### src/rtl/multi_nch_disp_pkg.sv
// Shared display constants and a width helper for the multi-channel display slice.
// No ports: holds the default channel count, data width, scan divider,
// the decimal-point/blink field width and a ceil(log2) function.
package multi_nch_disp_pkg;

  localparam int DEF_CH       = 8;
  localparam int DEF_W        = 32;
  localparam int DEF_SCAN_DIV = 2**24;
  localparam int PT_W         = 8;

  // ceil(log2(n)); callers never pass n < 2
  function automatic int clog2(input int n);
    int r;
    int v;
    r = 0;
    v = n - 1;
    while (v > 0) begin
      r++;
      v = v >> 1;
    end
    return r;
  endfunction

endpackage

### src/rtl/disp_scan_ctrl.sv
// Channel selection controller: manual select with clamp, or auto-scan that
// rotates through the channels enabled in ch_mask every SCAN_DIV cycles.
// Ports:
//   clk, rst   - clock, async active-high reset
//   auto       - 1 = auto-scan, 0 = manual (test_sel)
//   test_sel   - manual channel select, clamped to CH-1
//   ch_mask    - channels included in the auto-scan rotation
//   ch_idx     - currently selected channel
module disp_scan_ctrl
  import multi_nch_disp_pkg::*;
#(
  parameter int CH       = DEF_CH,
  parameter int SCAN_DIV = DEF_SCAN_DIV
) (
  input  logic                  clk,
  input  logic                  rst,
  input  logic                  auto,
  input  logic [clog2(CH)-1:0]  test_sel,
  input  logic [CH-1:0]         ch_mask,
  output logic [clog2(CH)-1:0]  ch_idx
);

  localparam int SW = clog2(CH);
  localparam int CW = clog2(SCAN_DIV);

  logic [CW-1:0] cnt_q, cnt_d;
  logic [SW-1:0] ch_idx_q, ch_idx_d;
  logic [SW-1:0] sel_clamped;
  logic [SW-1:0] nxt_idx;
  logic [SW-1:0] pos;
  logic          found;
  int            p;

  assign sel_clamped = (int'(test_sel) >= CH) ? SW'(CH - 1) : test_sel;

  // Next enabled channel above ch_idx_q, wrapping; the last probe (k = CH)
  // is the current channel itself. An empty mask falls back to channel 0.
  always_comb begin
    nxt_idx = '0;
    found   = 1'b0;
    pos     = '0;
    p       = 0;
    for (int k = 1; k <= CH; k++) begin
      p = int'(ch_idx_q) + k;
      if (p >= CH) p = p - CH;
      pos = SW'(p);
      if (!found && ch_mask[pos]) begin
        found   = 1'b1;
        nxt_idx = pos;
      end
    end
  end

  // cnt sits at 0 whenever auto is low, so entering auto mode always starts
  // a full SCAN_DIV period from the current channel.
  always_comb begin
    cnt_d    = cnt_q;
    ch_idx_d = ch_idx_q;
    if (!auto) begin
      cnt_d    = '0;
      ch_idx_d = sel_clamped;
    end else if (cnt_q == CW'(SCAN_DIV - 1)) begin
      cnt_d    = '0;
      ch_idx_d = nxt_idx;
    end else begin
      cnt_d = cnt_q + 1'b1;
    end
  end

  always_ff @(posedge clk or posedge rst) begin
    if (rst) begin
      cnt_q    <= '0;
      ch_idx_q <= '0;
    end else begin
      cnt_q    <= cnt_d;
      ch_idx_q <= ch_idx_d;
    end
  end

  assign ch_idx = ch_idx_q;

endmodule

### src/rtl/multi_nch_disp.sv
// Multi-channel display selector. Channel 0 data comes from a CPU-written
// register; the other channels come from data_flat. The selected channel's
// data, decimal-point and blink patterns are registered onto the outputs.
// Ports:
//   clk, rst             - clock, async active-high reset
//   EN, data_in          - CPU write of the channel-0 register
//   data_flat            - per-channel data, slot n at [n*W +: W] (slot 0 unused)
//   point_in, les_in     - per-channel 8-bit decimal-point / blink patterns
//   test_sel, auto       - manual select / auto-scan enable
//   ch_mask              - auto-scan channel enables
//   disp_num, point_out, le_out, ch_out - registered selection outputs
module multi_nch_disp
  import multi_nch_disp_pkg::*;
#(
  parameter int CH       = DEF_CH,
  parameter int W        = DEF_W,
  parameter int SCAN_DIV = DEF_SCAN_DIV
) (
  input  logic                  clk,
  input  logic                  rst,
  input  logic                  EN,
  input  logic [W-1:0]          data_in,
  input  logic [CH*W-1:0]       data_flat,
  input  logic [CH*PT_W-1:0]    point_in,
  input  logic [CH*PT_W-1:0]    les_in,
  input  logic [clog2(CH)-1:0]  test_sel,
  input  logic                  auto,
  input  logic [CH-1:0]         ch_mask,
  output logic [W-1:0]          disp_num,
  output logic [PT_W-1:0]       point_out,
  output logic [PT_W-1:0]       le_out,
  output logic [clog2(CH)-1:0]  ch_out
);

  localparam int SW = clog2(CH);

  logic [W-1:0]    reg0_q, reg0_d;
  logic [SW-1:0]   ch_idx;
  logic [W-1:0]    disp_q, disp_d;
  logic [PT_W-1:0] point_q, point_d;
  logic [PT_W-1:0] le_q, le_d;
  logic [SW-1:0]   ch_out_q;

  disp_scan_ctrl #(
    .CH       (CH),
    .SCAN_DIV (SCAN_DIV)
  ) u_scan (
    .clk      (clk),
    .rst      (rst),
    .auto     (auto),
    .test_sel (test_sel),
    .ch_mask  (ch_mask),
    .ch_idx   (ch_idx)
  );

  assign reg0_d = EN ? data_in : reg0_q;

  always_comb begin
    disp_d  = data_flat[int'(ch_idx)*W +: W];
    point_d = point_in[int'(ch_idx)*PT_W +: PT_W];
    le_d    = les_in[int'(ch_idx)*PT_W +: PT_W];
    if (ch_idx == '0) disp_d = reg0_q;
  end

  always_ff @(posedge clk or posedge rst) begin
    if (rst) begin
      reg0_q   <= '0;
      disp_q   <= '0;
      point_q  <= '0;
      le_q     <= '0;
      ch_out_q <= '0;
    end else begin
      reg0_q   <= reg0_d;
      disp_q   <= disp_d;
      point_q  <= point_d;
      le_q     <= le_d;
      ch_out_q <= ch_idx;
    end
  end

  assign disp_num  = disp_q;
  assign point_out = point_q;
  assign le_out    = le_q;
  assign ch_out    = ch_out_q;

endmodule

### config.mk
export PLATFORM = sky130hd
export DESIGN_NAME = multi_nch_disp
export DESIGN_NICKNAME = d
export VERILOG_FILES = /design/src/rtl/multi_nch_disp_pkg.sv /design/src/rtl/disp_scan_ctrl.sv /design/src/rtl/multi_nch_disp.sv
export SDC_FILE = /design/constraint.sdc
export NUM_CORES = 1
export LEC_CHECK = 0
export CELL_PAD_IN_SITES_DETAIL_PLACEMENT = 0
export CELL_PAD_IN_SITES_GLOBAL_PLACEMENT = 1
export CORE_AREA = 8 8 183 185
export DETAILED_ROUTE_END_ITERATION = 16
export DIE_AREA = 0 0 191 193
export PLACE_DENSITY_LB_ADDON = 0.1
export SLEW_MARGIN = 20
export SYNTH_ARGS = -nofsm -noshare
export SYNTH_HDL_FRONTEND = slang
export SYNTH_SLANG_ARGS = --single-unit
### constraint.sdc
create_clock -name clk -period 11.1 [get_ports clk]
set_clock_uncertainty 0.15 [all_clocks]
set_input_delay 2.22 -clock clk [delete_from_list [all_inputs] [get_ports clk]]
set_output_delay 2.22 -clock clk [all_outputs]
set_load 0.05 [all_outputs]
[Word level (Yosys, flattened, before mapping)]
Cells that the tools add are included.
Storage, ports and cells
  register bits: 110
  bits of input ports: 431
  output and inout port bits: 51
  word-level logic and storage cells: 104
Cells by class
  add/sub/neg operators: 17
  order comparisons: 16
  eq/ne operators: 2
  shift-type cells: 3
  multiplexer cells: 44
  reductions and logical operators: 15
Operators with widths (count)
  indexed part select 256 x 9 -> 32 bit: 1
  indexed part select 64 x 7 -> 8 bit: 2
  two-way mux 3 bit: 18
  two-way mux 24 bit: 2
  less-than comparator 3 x 4 -> 1 bit (second input constant): 8
  two-way mux 32 bit: 1
  greater-or-equal comparator 4 bit (second input constant): 7
  adder 24 x 1 -> 24 bit (second input constant): 1
  binary-select mux 1 bit (select 3 bit): 8
  equality test 24 bit (second input constant): 1
  subtractor 3 x 1 -> 3 bit (second input constant): 8
  adder 3 x 3 -> 4 bit (second input constant): 4
  two-way mux 1 bit: 15
  adder 3 x 2 -> 4 bit (second input constant): 2
  logical AND 1 bit: 7
  logical NOT 1 bit: 7
  adder 3 x 4 -> 5 bit (second input constant): 1
  greater-or-equal comparator 5 x 4 -> 1 bit (second input constant): 1
  adder 3 x 1 -> 4 bit (second input constant): 1
  logical NOT 3 bit: 1
  inequality test 2 x 1 -> 1 bit (second input constant): 1

[Logic depth before layout (Yosys ltp)]
Gate-level depths: netlist of the first run.
  depth in word-level cells: 29
  gate-level depth with buffers: 13
  mapped depth without buffers: 9

[Hierarchy]
From an unflattened synthesis of the first run, not the netlist that was laid out.
Unflattened totals
  cells, all modules: 503
  area, all modules: 7429.6 µm²
Modules (own cells, without submodules)
  multi_nch_disp: instances 1, cells each 291, area each 5343.9 µm², sequential area each 2077.0 µm²
  disp_scan_ctrl: instances 1, cells each 212, area each 2085.8 µm², sequential area each 675.6 µm²

[Worst setup path after synthesis of the first run]
Ideal clock, no wire load.
  kind: input to register
  start: input port ch_mask[2]
  end: register u_scan.ch_idx_q[0], in the netlist u_scan.ch_idx[0]
  setup time: 0.153 ns
  data arrival time: 3.741 ns
  required time: 10.797 ns
  path slack: 7.056 ns
  stages: 6
  buffers on the path: 0
  cells stage by stage: mux4_2 > or2_1 > nand4b_4 > o31a_1 > o31ai_2 > o32ai_1
Between the ends
  longest elaborated chain between the ends: 26
  elaborated cells between the ends (all ways): 47
  those cells by class: mux: 33; reduce/logical: 14
RTL lines
  from (decl): line multi_nch_disp.sv:28  | input logic [CH-1:0] ch_mask,
  binary-select mux 1 bit (select 3 bit): line disp_scan_ctrl.sv:47  | if (!found && ch_mask[pos]) begin
  two-way mux 1 bit (implied by the code): line disp_scan_ctrl.sv:47
  two-way mux 1 bit: line disp_scan_ctrl.sv:47
  logical NOT 1 bit: line disp_scan_ctrl.sv:47
  logical AND 1 bit: line disp_scan_ctrl.sv:47
  two-way mux 1 bit: line disp_scan_ctrl.sv:47
  logical NOT 1 bit: line disp_scan_ctrl.sv:47
  logical AND 1 bit: line disp_scan_ctrl.sv:47
  [... 10 more ...]
  logical NOT 1 bit: line disp_scan_ctrl.sv:47
  logical AND 1 bit: line disp_scan_ctrl.sv:47
  two-way mux 1 bit: line disp_scan_ctrl.sv:47
  logical NOT 1 bit: line disp_scan_ctrl.sv:47
  logical AND 1 bit: line disp_scan_ctrl.sv:47
  two-way mux 3 bit *: line disp_scan_ctrl.sv:47
  two-way mux 3 bit *: line disp_scan_ctrl.sv:62  | end else if (cnt_q == CW'(SCAN_DIV - 1)) begin
  two-way mux 3 bit *: line disp_scan_ctrl.sv:59  | if (!auto) begin
  to (signal assigned): line disp_scan_ctrl.sv:76  | ch_idx_q <= ch_idx_d;
  to (decl): line disp_scan_ctrl.sv:27  | logic [SW-1:0] ch_idx_q, ch_idx_d;
Mark *: on every way between the ends. The rest lies on a longest branch, timed or not. The select of a mux whose other input is x is not followed.
A chain may end at the register's enable or synchronous reset.

[Final worst setup path of the first run]
  start: input port ch_mask[7]
  end: register u_scan.ch_idx_q[2], in the netlist u_scan.ch_idx[2]
The elaborated chain is that of the path after synthesis.

==> implementation parameters, run 1 <==
Parameter                              Value

Routing
  Routed WL per cell    23.42 um
  Total number of vias    6,957
  DRC violations left    0
  Antenna viol nets, final    0
  Number of DRC violations after detailed-routing iteration 0    320
  Via density per instance    4.739
  Routed Wire Length    34.39 mm
  Pre-antenna DRT Iters    4

Logic synthesis
  Count of mapped cells out of synthesis    604
  Synthesized area divided by synthesized cell count    12.48 sq um
  Most numerous cell in the Yosys netlist    dfrtp_1
  Distinct cells, synth    49
  Syn Nets    1,039
  Number of enable-type register cells in the synthesized netlist    0
  Number of warnings printed during yosys synthesis    0
  Leading cell types by total area after synthesis    dfrtp_1 37%, mux4_2 31%, nand2_1 5.0%
  Cell area after technology mapping    7537 sq um
  Cell type with the largest total area after synthesis    dfrtp_1
  Area share of the largest cell type after synthesis    36.52%
  Seq/Total Area, Yosys    36.52%
  Commonest cells post-synth    110 x dfrtp_1, 104 x mux4_2, 100 x nand2_1
  Async set-reset flop share out of synthesis    100.0%
  Main synth FF type    dfrtp_1
  Post-synthesis sequential element count    110

Min path
  Number of cells traversed by the worst hold path    2
  Path category of the worst min-delay check    flop to flop
  Endpoint of the worst hold path    disp_num[7]
  Hold Path Origin    reg0_q[7]

Clock network
  Number of setup buffers added after CTS    0
  Number of H-tree levels    3
  Clock-pin transition on the worst setup and hold timing paths    0.08 ns
  CTS Sinks    110
  TritonCTS clock tree    built
  Insertion delay of the later-clocked pin in the worst-skew pair    0.35 ns
  Max clock buf depth    2
  Root Buffer Master    clkbuf_16
  Number of clock buffers inserted by TritonCTS    9
  Cts repair resizes    0
  Post-CTS Hold Buffers    0

Critical path
  Gate family responsible for the most delay along the worst path    multiplexers
  Worst setup SP type    input port
  Endpoint of the lowest-slack register-to-register path    u_scan.ch_idx[2]
  Critical path capture point type    flop
  Worst endpoint data arrival time    4.46 ns
  Critical path peak fanout    8
  FF-to-FF Start    u_scan.ch_idx[0]
  Maximum cell stage delay along the critical path    0.56 ns
  Endpoint required time on the critical path    11.18 ns
  FF-to-FF path depth    10
  Number of buffer and inverter stages on the critical path    1
  Critical path cell sequence    clkdlybuf4s50_1 -> mux4_2 -> mux2i_4 -> nand3_1 -> a2111oi_0 -> a21oi_1 -> o21ai_1 -> a31oi_1
  R2r setup slk    7.21 ns
  Critical path start-end classification    input port to flop
  Slowest cell on crit path    mux4_2

Placement
  Count of buffers inserted at the top-level ports    481
  Last weighted congestion value of the routability-driven placer    0.8048
  HPWL after detailed placement    28.20 mm

Floorplanning
  Die area    36,860 sq um
  Initial Util    24.45%
  Core Footprint    30,820 sq um
  Number of top-level design ports    482
  DIE WIDTH    191 um
  Placement row count    65
  Die Y    193 um

Timing
  Least-Margin Pin Slew    0.9476 ns
  Final setup viols    0
  Tcrit/Tclk final    39.44%
  Clock period minus worst slack    4.378 ns
  Count of endpoints failing hold in the final timing report    0
  Max-slew violation count    0
  FMAX    228.4 MHz
  Normalized max-slew margin    36.83%
  Summed negative setup slack over all endpoints    0 ns
  Setup repair after global routing missed its margin    no

Cells and area
  Area of the multi-input gates    4562 sq um
  Sequential standard cell area    2761 sq um
  Count of fill cells added during filler insertion    2,930
  Area growth from synthesis to final layout    73.26%
  Fin util    42.37%
  Fraction of layout cells with a size suffix above 1    16.51%
  Net count, final    1,491

Global routing
  Maximum number of pins on one net before global-route repair    70
  Total global routing track utilization    18.02%
  Number of antenna violations at the first check in global routing    11
  Global routing's busiest layer    met2
  Number of global-route vias before repair    7,754
  Met3 GRT Util    6.853%
  Global-route wire length before repair    49.51 mm
  Met1 Resource Use GR    20.17%
  Overall overflow remaining after global route    0
  Global-route met2 utilization    31.37%

Job
  Max-cap violation count    0

Pwr
  Pwr Density    215.7 nW/um^2
  Worst vdd ir    105.5 uV
  Leakage power total    5.020 nW

Run status
  Run status    finished, final reports clean
placed cells by master, fill, tap and decap left out, drive strengths merged, types with 3 or more instances in the layout:
cell / n
or3: 5
clkbuf: 10
mux4: 105
dfrtp: 110
nor3: 4
o21ai: 42
xor2: 12
nor2: 27
xnor2: 9
nand2b: 3
inv: 10
ha: 4
a21oi: 10
nand4: 5
or2: 3
diode: 6
clkdlybuf4s50: 480
nand2: 100
mux2: 34
and4: 3
mux2i: 39
buf: 9
nand3: 11
per-stage QoR:
| step | setup WS (ns) | instance area [sq um] | cells | total power (W) | hold slack [ns] |
|---|---|---|---|---|---|
| after floorplan | 5.828 | 7537 | 604 | 0.001890 | 0.1987 |
| after global placement | 6.320 | 12730 | 1447 | 0.002531 | 0.3071 |
| after detailed placement | 6.358 | 12730 | 1447 | 0.002521 | 0.3197 |
| after CTS | 6.707 | 13040 | 1462 | 0.002881 | 0.3356 |
| after global routing | 6.499 | 13060 | 1467 | 0.003008 | 0.3588 |
| final | 6.722 | 13060 | 1468 | 0.002817 | 0.3288 |
logic make-up after synthesis:
family / synth area share (%)
xor gates and xnor gates: 2.540
adders and majority gates: 0.6640
and+or+nand+nor: 9.827
muxes: 42.18
DFF: 36.52
AOI/OAI and AO/OA: 5.063
buffers and inverters: 3.204
registers in the layout (all words and copies together) (netlist names):
signal / flops
le_out: 8
u_scan.ch_idx: 3
reg0_q: 32
disp_num: 32
u_scan.cnt_q: 24
point_out: 8
ch_out: 3
worst register-to-register path, stage by stage, from the launching register on:
cell and delay, ns:
dfrtp_2 0.34, buf_4 0.61, inv_2 0.45, ha_1 0.61, mux4_2 0.43, mux2i_4 0.29
nand3_1 0.14, a2111oi_0 0.44, a21oi_1 0.13, o21ai_1 0.10, a31oi_1 0.09
power breakdown:
group          switching, W  internal [W]  total [W]  leakage, nW
clock network      0.000152      0.000198   0.000350        0.153
registers          0.000111      0.000520   0.000631         1.35
logic              0.000986      0.000850    0.00184         3.52
worst max-delay path by stage:
stage / start / end / slack (ns) / depth (start not counted)
after floorplan: rst / ch_out[0] / 5.83 / 1
after CTS: ch_mask[4] / u_scan.ch_idx[2] / 6.71 / 8
after global routing: ch_mask[1] / u_scan.ch_idx[2] / 6.50 / 8
after global placement: ch_mask[4] / u_scan.ch_idx[2] / 6.32 / 8
after detailed placement: ch_mask[4] / u_scan.ch_idx[2] / 6.36 / 8
final: ch_mask[7] / u_scan.ch_idx[2] / 6.72 / 8
layer usage:
metal | up-vias | wire (um)
met5 | - | 68
met4 | 10 | 535
met3 | 35 | 3161
met2 | 304 | 17960
met1 | 3409 | 12670
li1 | 3199 | -
final cells by class:
class                   count  area share (%)
clock inverters             5          0.6324
repair buffers            489           37.29
multi-input cells         437           34.93
well taps                 402           3.852
inverters                   9          0.2779
clock buffers              10           1.753
diodes                      6          0.1150
flip-flops and latches    110           21.15
Power figures use the tool's default switching activity.
==> run 2, diff against run 1 <==
--- a/config.mk
+++ b/config.mk
@@ -7,9 +7,9 @@
 export LEC_CHECK = 0
 export CELL_PAD_IN_SITES_DETAIL_PLACEMENT = 0
 export CELL_PAD_IN_SITES_GLOBAL_PLACEMENT = 1
-export CORE_AREA = 8 8 183 185
+export CORE_AREA = 8 8 182 184
 export DETAILED_ROUTE_END_ITERATION = 16
-export DIE_AREA = 0 0 191 193
+export DIE_AREA = 0 0 190 192
 export PLACE_DENSITY_LB_ADDON = 0.1
 export SLEW_MARGIN = 20
 export SYNTH_ARGS = -nofsm -noshare
==> constraint.sdc (replaced) <==
create_clock -name clk -period 4.4 [get_ports clk]
set_clock_uncertainty 0.15 [all_clocks]
set_input_delay 0.88 -clock clk [delete_from_list [all_inputs] [get_ports clk]]
set_output_delay 0.88 -clock clk [all_outputs]
set_load 0.05 [all_outputs]
==> run 2 against run 1 <==
Compared with the run above:
- worst setup slack worse by 5.6 ns
- cell area increased by 0.19%
- global-route usage is 0.21 points higher
- via count fell by 1.1%
- core utilization up 0.97 points
- clock power up 150%
- routed wire length decreased by 0.12%
- largest power group unchanged
==> implementation parameters, run 2 (synthesized netlist as in run 1, its figures left out) <==
Parameter                              Value

Critical path
  Endpoint of the lowest-slack register-to-register path    u_scan.ch_idx[2] (unchanged)
  R2r setup slk    1.17 ns (was 7.21 ns)
  FF-to-FF Start    u_scan.ch_idx[1] (was u_scan.ch_idx[0])
  FF-to-FF path depth    10 (unchanged)
  Endpoint required time on the critical path    4.49 ns (was 11.18 ns)
  Critical path peak fanout    23 (was 8)
  Worst endpoint data arrival time    3.32 ns (was 4.46 ns)
  Worst setup SP type    flop (was input port)
  Critical path capture point type    flop (unchanged)
  Critical path start-end classification    flop to flop (was input port to flop)

Cells and area
  Area growth from synthesis to final layout    73.59% (was 73.26%)
  Net count, final    1,493 (was 1,491)
  Most frequent standard cell in the layout excluding fill and tap cells    clkdlybuf4s50_1 (unchanged)
  Non-Filler Cell Area, Final    13,080 sq um (was 13,060 sq um)
  Highest-count cells in the layout ignoring fill and taps    480 x clkdlybuf4s50_1, 107 x dfrtp_1, 104 x mux4_2, 100 x nand2_1, 40 x o21ai_0 (unchanged)
  Fraction of layout cells with a size suffix above 1    16.84% (was 16.51%)

Routing
  Routed WL per cell    23.45 um (was 23.42 um)
  Number of DRC violations after detailed-routing iteration 0    158 (was 320)
  Via density per instance    4.698 (was 4.739)
  Antenna viol nets, final    0 (unchanged)
  Routed Wire Length    34.35 mm (was 34.39 mm)
  Pre-antenna DRT Iters    4 (unchanged)
  Total number of vias    6,883 (was 6,957)
  DRC violations left    0 (unchanged)

Clock network
  Number of setup buffers added after CTS    0 (unchanged)
  Max clock buf depth    2 (unchanged)
  Cts repair resizes    0 (unchanged)
  CTS Sinks    110 (unchanged)
  TritonCTS clock tree    built (unchanged)
  Insertion delay of the later-clocked pin in the worst-skew pair    0.35 ns (about the same)
  Post-CTS Hold Buffers    0 (unchanged)
  Number of H-tree levels    3 (unchanged)
  Number of clock buffers inserted by TritonCTS    9 (unchanged)
  Clock-pin transition on the worst setup and hold timing paths    0.08 ns (about the same)
  Root Buffer Master    clkbuf_16 (unchanged)

Global routing
  Overall overflow remaining after global route    0 (unchanged)
  Number of global-route vias before repair    7,670 (was 7,754)
  Global-route wire length before repair    49.60 mm (was 49.51 mm)
  Number of antenna violations at the first check in global routing    10 (was 11)
  Total global routing track utilization    18.23% (was 18.02%)
  Maximum number of pins on one net before global-route repair    61 (was 70)

Pwr
  Register share of total power    21.0% (was 22.4%)
  Clock share of power    12.3% (was 12.4%)
  Switching share of power    44.42% (was 44.32%)
  Combinational share of power    66.7% (was 65.2%)
  Power dissipated by switching net loads    0.003152 W (was 0.001249 W)
  Worst vdd ir    345.9 uV (was 105.5 uV)
  Leakage power total    5.034 nW (was 5.020 nW)
  Internal cell power    0.003944 W (was 0.001569 W)
  Pwr Density    542.3 nW/um^2 (was 215.7 nW/um^2)

Placement
  Last weighted congestion value of the routability-driven placer    0.7939 (was 0.8048)
  Cell area reported after detailed placement    12,750 sq um (was 12,730 sq um)
  HPWL after detailed placement    28.66 mm (was 28.20 mm)
  Count of buffers inserted at the top-level ports    481 (unchanged)

Timing
  Setup repair after global routing missed its margin    no (unchanged)
  Normalized max-slew margin    45.11% (was 36.83%)
  Count of endpoints failing hold in the final timing report    0 (unchanged)
  Max-slew violation count    0 (unchanged)
  Clock period minus worst slack    3.232 ns
  Summed negative setup slack over all endpoints    0 ns (unchanged)
  FMAX    309.4 MHz
  Final setup viols    0 (unchanged)
  Least-Margin Pin Slew    0.8234 ns (was 0.9476 ns)
  Tcrit/Tclk final    73.45%

Floorplanning
  Initial Util    24.97% (was 24.45%)
  DIE WIDTH    190 um (was 191 um)
  Die Y    192 um (was 193 um)
  Number of top-level design ports    482 (unchanged)
  Core Footprint    30,190 sq um (was 30,820 sq um)
  Die area    36,480 sq um (was 36,860 sq um)
  Placement row count    64 (was 65)

Run status
  Run status    finished, final reports clean (unchanged)

Min path
  Endpoint of the worst hold path    disp_num[3] (was disp_num[7])
  Number of cells traversed by the worst hold path    2 (unchanged)
  Path category of the worst min-delay check    flop to flop (unchanged)
  Hold Path Origin    reg0_q[3] (was reg0_q[7])

Job
  Max-cap violation count    0 (unchanged)
run 2: critical path, cell delays in order (launching register included):
cell and delay (ns):
dfrtp_4 0.62, inv_1 0.07, buf_4 0.24, ha_1 0.47, mux4_2 0.41, mux2i_4 0.29, nand3_1 0.14, a2111oi_0 0.40
a21oi_1 0.12, o21ai_1 0.10, a31oi_1 0.09
run 2: power by group through the flow:
stage | clock (W) | sequential, W | combinational [W]
after global placement | 0 | 0.00151 | 0.00485
final | 0.000873 | 0.00149 | 0.00473
after CTS | 0.000904 | 0.00150 | 0.00485
after detailed placement | 0 | 0.00152 | 0.00483
after global routing | 0.000942 | 0.00154 | 0.00509
after floorplan | 0 | 0.00227 | 0.00250
run 2: area by class of cell:
cell class / instances / area, sq um
fill: 2841 / 17110
timing repair buffer: 491 / 4897
multi-input combinational: 437 / 4562
sequential: 110 / 2761
tap: 396 / 495.5
clock buffer: 11 / 252.7
clock inverter: 5 / 63.81
inverter: 9 / 36.28
antenna: 6 / 15.01
run 2: per-layer routing:
layer | wire length [um] | up-vias | track usage [%]
met5 | 69 | - | 0
met4 | 326 | 10 | 3.578
met3 | 3149 | 22 | 7.988
met2 | 18140 | 270 | 32.66
met1 | 12660 | 3370 | 19.72
li1 | - | 3211 | -
run 2: how the worst max path moves through the flow:
stage                            end  cells past startpoint        startpoint
floorplan                  ch_out[0]                      1               rst
global placement    u_scan.ch_idx[2]                      8        ch_mask[7]
detailed placement  u_scan.ch_idx[2]                      8        ch_mask[7]
CTS                 u_scan.ch_idx[2]                     10  u_scan.ch_idx[1]
global route        u_scan.ch_idx[2]                     10  u_scan.ch_idx[1]
finish              u_scan.ch_idx[2]                     10  u_scan.ch_idx[1]
run 2: per-stage QoR:
step	hold slack, ns	setup slack (ns)	power (W)	cells	utilization, %
2_1_floorplan	0.1987	0.4677	0.004769	604	-
3_3_place_gp	0.3077	1.031	0.006359	1443	42.24
3_5_place_dp	0.3143	1.015	0.006351	1443	42.24
4_1_cts	0.3342	1.116	0.007251	1459	43.29
5_1_grt	0.3578	0.9085	0.007565	1464	43.33
6_report	0.3299	1.168	0.007096	1465	43.34
==> run 3, diff against run 2 <==
--- a/config.mk
+++ b/config.mk
@@ -7,9 +7,9 @@
 export LEC_CHECK = 0
 export CELL_PAD_IN_SITES_DETAIL_PLACEMENT = 0
 export CELL_PAD_IN_SITES_GLOBAL_PLACEMENT = 1
-export CORE_AREA = 8 8 182 184
+export CORE_MARGIN = 8
+export CORE_UTILIZATION = 25
 export DETAILED_ROUTE_END_ITERATION = 16
-export DIE_AREA = 0 0 190 192
 export PLACE_DENSITY_LB_ADDON = 0.1
 export SLEW_MARGIN = 20
 export SYNTH_ARGS = -nofsm -noshare
==> constraint.sdc (replaced) <==
create_clock -name clk -period 2.8 [get_ports clk]
set_clock_uncertainty 0.15 [all_clocks]
set_input_delay 0.56 -clock clk [delete_from_list [all_inputs] [get_ports clk]]
set_output_delay 0.56 -clock clk [all_outputs]
set_load 0.05 [all_outputs]
==> run 3 against run 2 <==
Compared with the run above:
- core utilization up 1.5 points
- critical path depth is 3 lower
- highest routed layer unchanged
- flip-flop and latch count is the same
- largest cell class unchanged
- sequential power up 53%
- sequential share of layout area down 0.32 points
- global-route usage up 1.0 points
- clock power rose by 57%
- die area down 1.4%
- count of clock-buffer cells in the layout down 2
- first-iteration DRC count up 53%
- cell area increased by 1.5%
==> implementation parameters, run 3 (synthesized netlist as in run 1, its figures left out) <==
Parameter                              Value

Run status
  Run status    finished, final reports clean (unchanged)

Critical path
  Slowest cell on crit path    mux4_2 (was dfrtp_4)
  Critical path peak fanout    9 (was 23)
  R2r setup slk    0.23 ns (was 1.17 ns)
  Critical path cell sequence    buf_4 -> mux4_2 -> mux2_1 -> o31a_1 -> o31ai_4 -> a21oi_2 -> o32ai_1 (was inv_1 -> buf_4 -> ha_1 -> mux4_2 -> mux2i_4 -> nand3_1 -> a2111oi_0 -> a21oi_1 -> o21ai_1 -> a31oi_1)
  Maximum cell stage delay along the critical path    0.59 ns (was 0.62 ns)
  Critical path start-end classification    flop to flop (unchanged)
  Worst setup SP type    flop (unchanged)
  Endpoint required time on the critical path    2.90 ns (was 4.49 ns)
  Critical path capture point type    flop (unchanged)
  Worst endpoint data arrival time    2.67 ns (was 3.32 ns)

Floorplanning
  DIE WIDTH    189.6 um (was 190 um)
  Die Y    189.6 um (was 192 um)
  Placement row count    63 (was 64)
  Die area    35,960 sq um (was 36,480 sq um)
  Core Footprint    29,640 sq um (was 30,190 sq um)
  Initial Util    25.43% (was 24.97%)
  Number of top-level design ports    482 (unchanged)

Routing
  DRC violations left    0 (unchanged)
  Total number of vias    6,952 (was 6,883)
  Antenna viol nets, final    0 (unchanged)
  Routed Wire Length    35.41 mm (was 34.35 mm)
  Routed WL per cell    23.97 um (was 23.45 um)
  Pre-antenna DRT Iters    4 (unchanged)
  Via density per instance    4.707 (was 4.698)
  Number of DRC violations after detailed-routing iteration 0    241 (was 158)

Pwr
  Total power of the final layout    0.01153 W (was 0.007096 W)
  Switching share of power    43.89% (was 44.42%)
  Combinational share of power    68.3% (was 66.7%)
  Internal cell power    0.006469 W (was 0.003944 W)
  Power dissipated by switching net loads    0.005061 W (was 0.003152 W)
  Leakage power total    5.136 nW (was 5.034 nW)
  Pwr Density    867.8 nW/um^2 (was 542.3 nW/um^2)
  Register share of total power    19.7% (was 21.0%)
  Worst vdd ir    805.3 uV (was 345.9 uV)
  Clock share of power    11.9% (was 12.3%)

Placement
  Cell area reported after detailed placement    12,960 sq um (was 12,750 sq um)
  Count of buffers inserted at the top-level ports    481 (unchanged)
  Total instance count after detailed placement    1,455 (was 1,443)
  Last weighted congestion value of the routability-driven placer    0.8233 (was 0.7939)
  HPWL after detailed placement    29.50 mm (was 28.66 mm)

Clock network
  Number of setup buffers added after CTS    0 (unchanged)
  CTS Sinks    110 (unchanged)
  Clock-pin transition on the worst setup and hold timing paths    0.08 ns (about the same)
  Root Buffer Master    clkbuf_16 (unchanged)
  Number of clock buffers inserted by TritonCTS    9 (unchanged)
  Number of H-tree levels    3 (unchanged)
  TritonCTS clock tree    built (unchanged)
  Max clock buf depth    2 (unchanged)
  Cts repair resizes    0 (unchanged)
  Insertion delay of the later-clocked pin in the worst-skew pair    0.35 ns (about the same)
  Post-CTS Hold Buffers    0 (unchanged)

Cells and area
  Count of fill cells added during filler insertion    2,764 (was 2,841)
  Non-Filler Cell Area, Final    13,290 sq um (was 13,080 sq um)
  Final Instance Count excl. Fillers    1,477 (was 1,465)
  Most frequent standard cell in the layout excluding fill and tap cells    clkdlybuf4s50_1 (unchanged)
  Area of the multi-input gates    4589 sq um (was 4562 sq um)
  Fraction of layout cells with a size suffix above 1    18.50% (was 16.84%)
  Sequential standard cell area    2761 sq um (unchanged)
  Highest-count cells in the layout ignoring fill and taps    480 x clkdlybuf4s50_1, 107 x dfrtp_1, 104 x mux4_2, 100 x nand2_1, 40 x o21ai_0 (unchanged)
  Net count, final    1,511 (was 1,493)
  Area growth from synthesis to final layout    76.28% (was 73.59%)

Job
  Max-cap violation count    0 (unchanged)

Timing
  Final setup viols    0 (unchanged)
  Normalized max-slew margin    55.42% (was 45.11%)
  Clock period minus worst slack    2.568 ns (was 3.232 ns)
  Setup repair after global routing missed its margin    no (unchanged)
  FMAX    389.3 MHz (was 309.4 MHz)
  Max-slew violation count    0 (unchanged)
  Tcrit/Tclk final    91.73% (was 73.45%)
  Least-Margin Pin Slew    0.6687 ns (was 0.8234 ns)
  Hold slack final    0.3258 ns (was 0.3299 ns)
  Count of endpoints failing hold in the final timing report    0 (unchanged)

Global routing
  Number of global-route vias before repair    7,812 (was 7,670)
  Total global routing track utilization    19.27% (was 18.23%)
  Maximum number of pins on one net before global-route repair    76 (was 61)
  Number of antenna violations at the first check in global routing    9 (was 10)
  Global-route wire length before repair    51.83 mm (was 49.60 mm)
  Overall overflow remaining after global route    0 (unchanged)

Min path
  Path category of the worst min-delay check    flop to flop (unchanged)
==> run 3: cell count changes in the layout (fill, tap and decap cells not counted), sizes merged <==
cell / change
clkbuf: -2
buf: +18
inv: +1
clkinv: +1
==> run 3: final timing paths <==
path	startpoint	endpoint	cells past startpoint
setup / recovery	u_scan.ch_idx[0]	u_scan.ch_idx[0]	7
hold / removal	reg0_q[9]	disp_num[9]	2
setup reg to reg	u_scan.ch_idx[0]	u_scan.ch_idx[0]	7
hold reg to reg	reg0_q[9]	disp_num[9]	2
max in group asynchronous	rst	u_scan.ch_idx[2]	3
min in group asynchronous	rst	disp_num[4]	3
==> run 3: routing by layer <==
metal | vias to the layer above | track usage, % | wire length [um]
met4 | 6 | 4.750 | 420
met5 | - | 0 | 41
met2 | 220 | 34.27 | 18930
met3 | 24 | 7.085 | 2587
li1 | 3234 | - | -
met1 | 3468 | 21.56 | 13430
==> run 3: critical path: cells and delay by family, from the launching register on <==
family	cells	cell delay [ns]
compound gates	4	0.66
buf+inv	1	0.22
mux	2	1.00
flops	1	0.44
==> run 3: power groups by stage <==
stage	Combinational, W	Clock, W	Sequential [W]
global route	0.00847	0.00151	0.00234
detailed placement	0.00802	0	0.00232
finish	0.00788	0.00137	0.00228
CTS	0.00804	0.00144	0.00229
floorplan	0.00410	0	0.00357
global placement	0.00804	0	0.00230
==> run 3: cell type report <==
class                      instances  share of cell area (%)
antenna                            6                  0.1130
clock buffer                       9                   1.695
clock inverter                     7                  0.6592
inverter                           9                  0.3767
multi-input combinational        437                   34.54
sequential                       110                   20.78
tap                              390                   3.673
timing repair buffer             509                   38.16
==> run 3: stage by stage <==
stage	TNS [ns]	util, %	worst slack [ns]
3_5_place_dp	-0.2892	43.72	-0.1313
6_report	0	44.83	0.2315
3_3_place_gp	-0.2859	43.72	-0.1102
4_1_cts	0	44.78	0.2227
2_1_floorplan	-0.06957	-	-0.03407
5_1_grt	0	44.83	0.05351
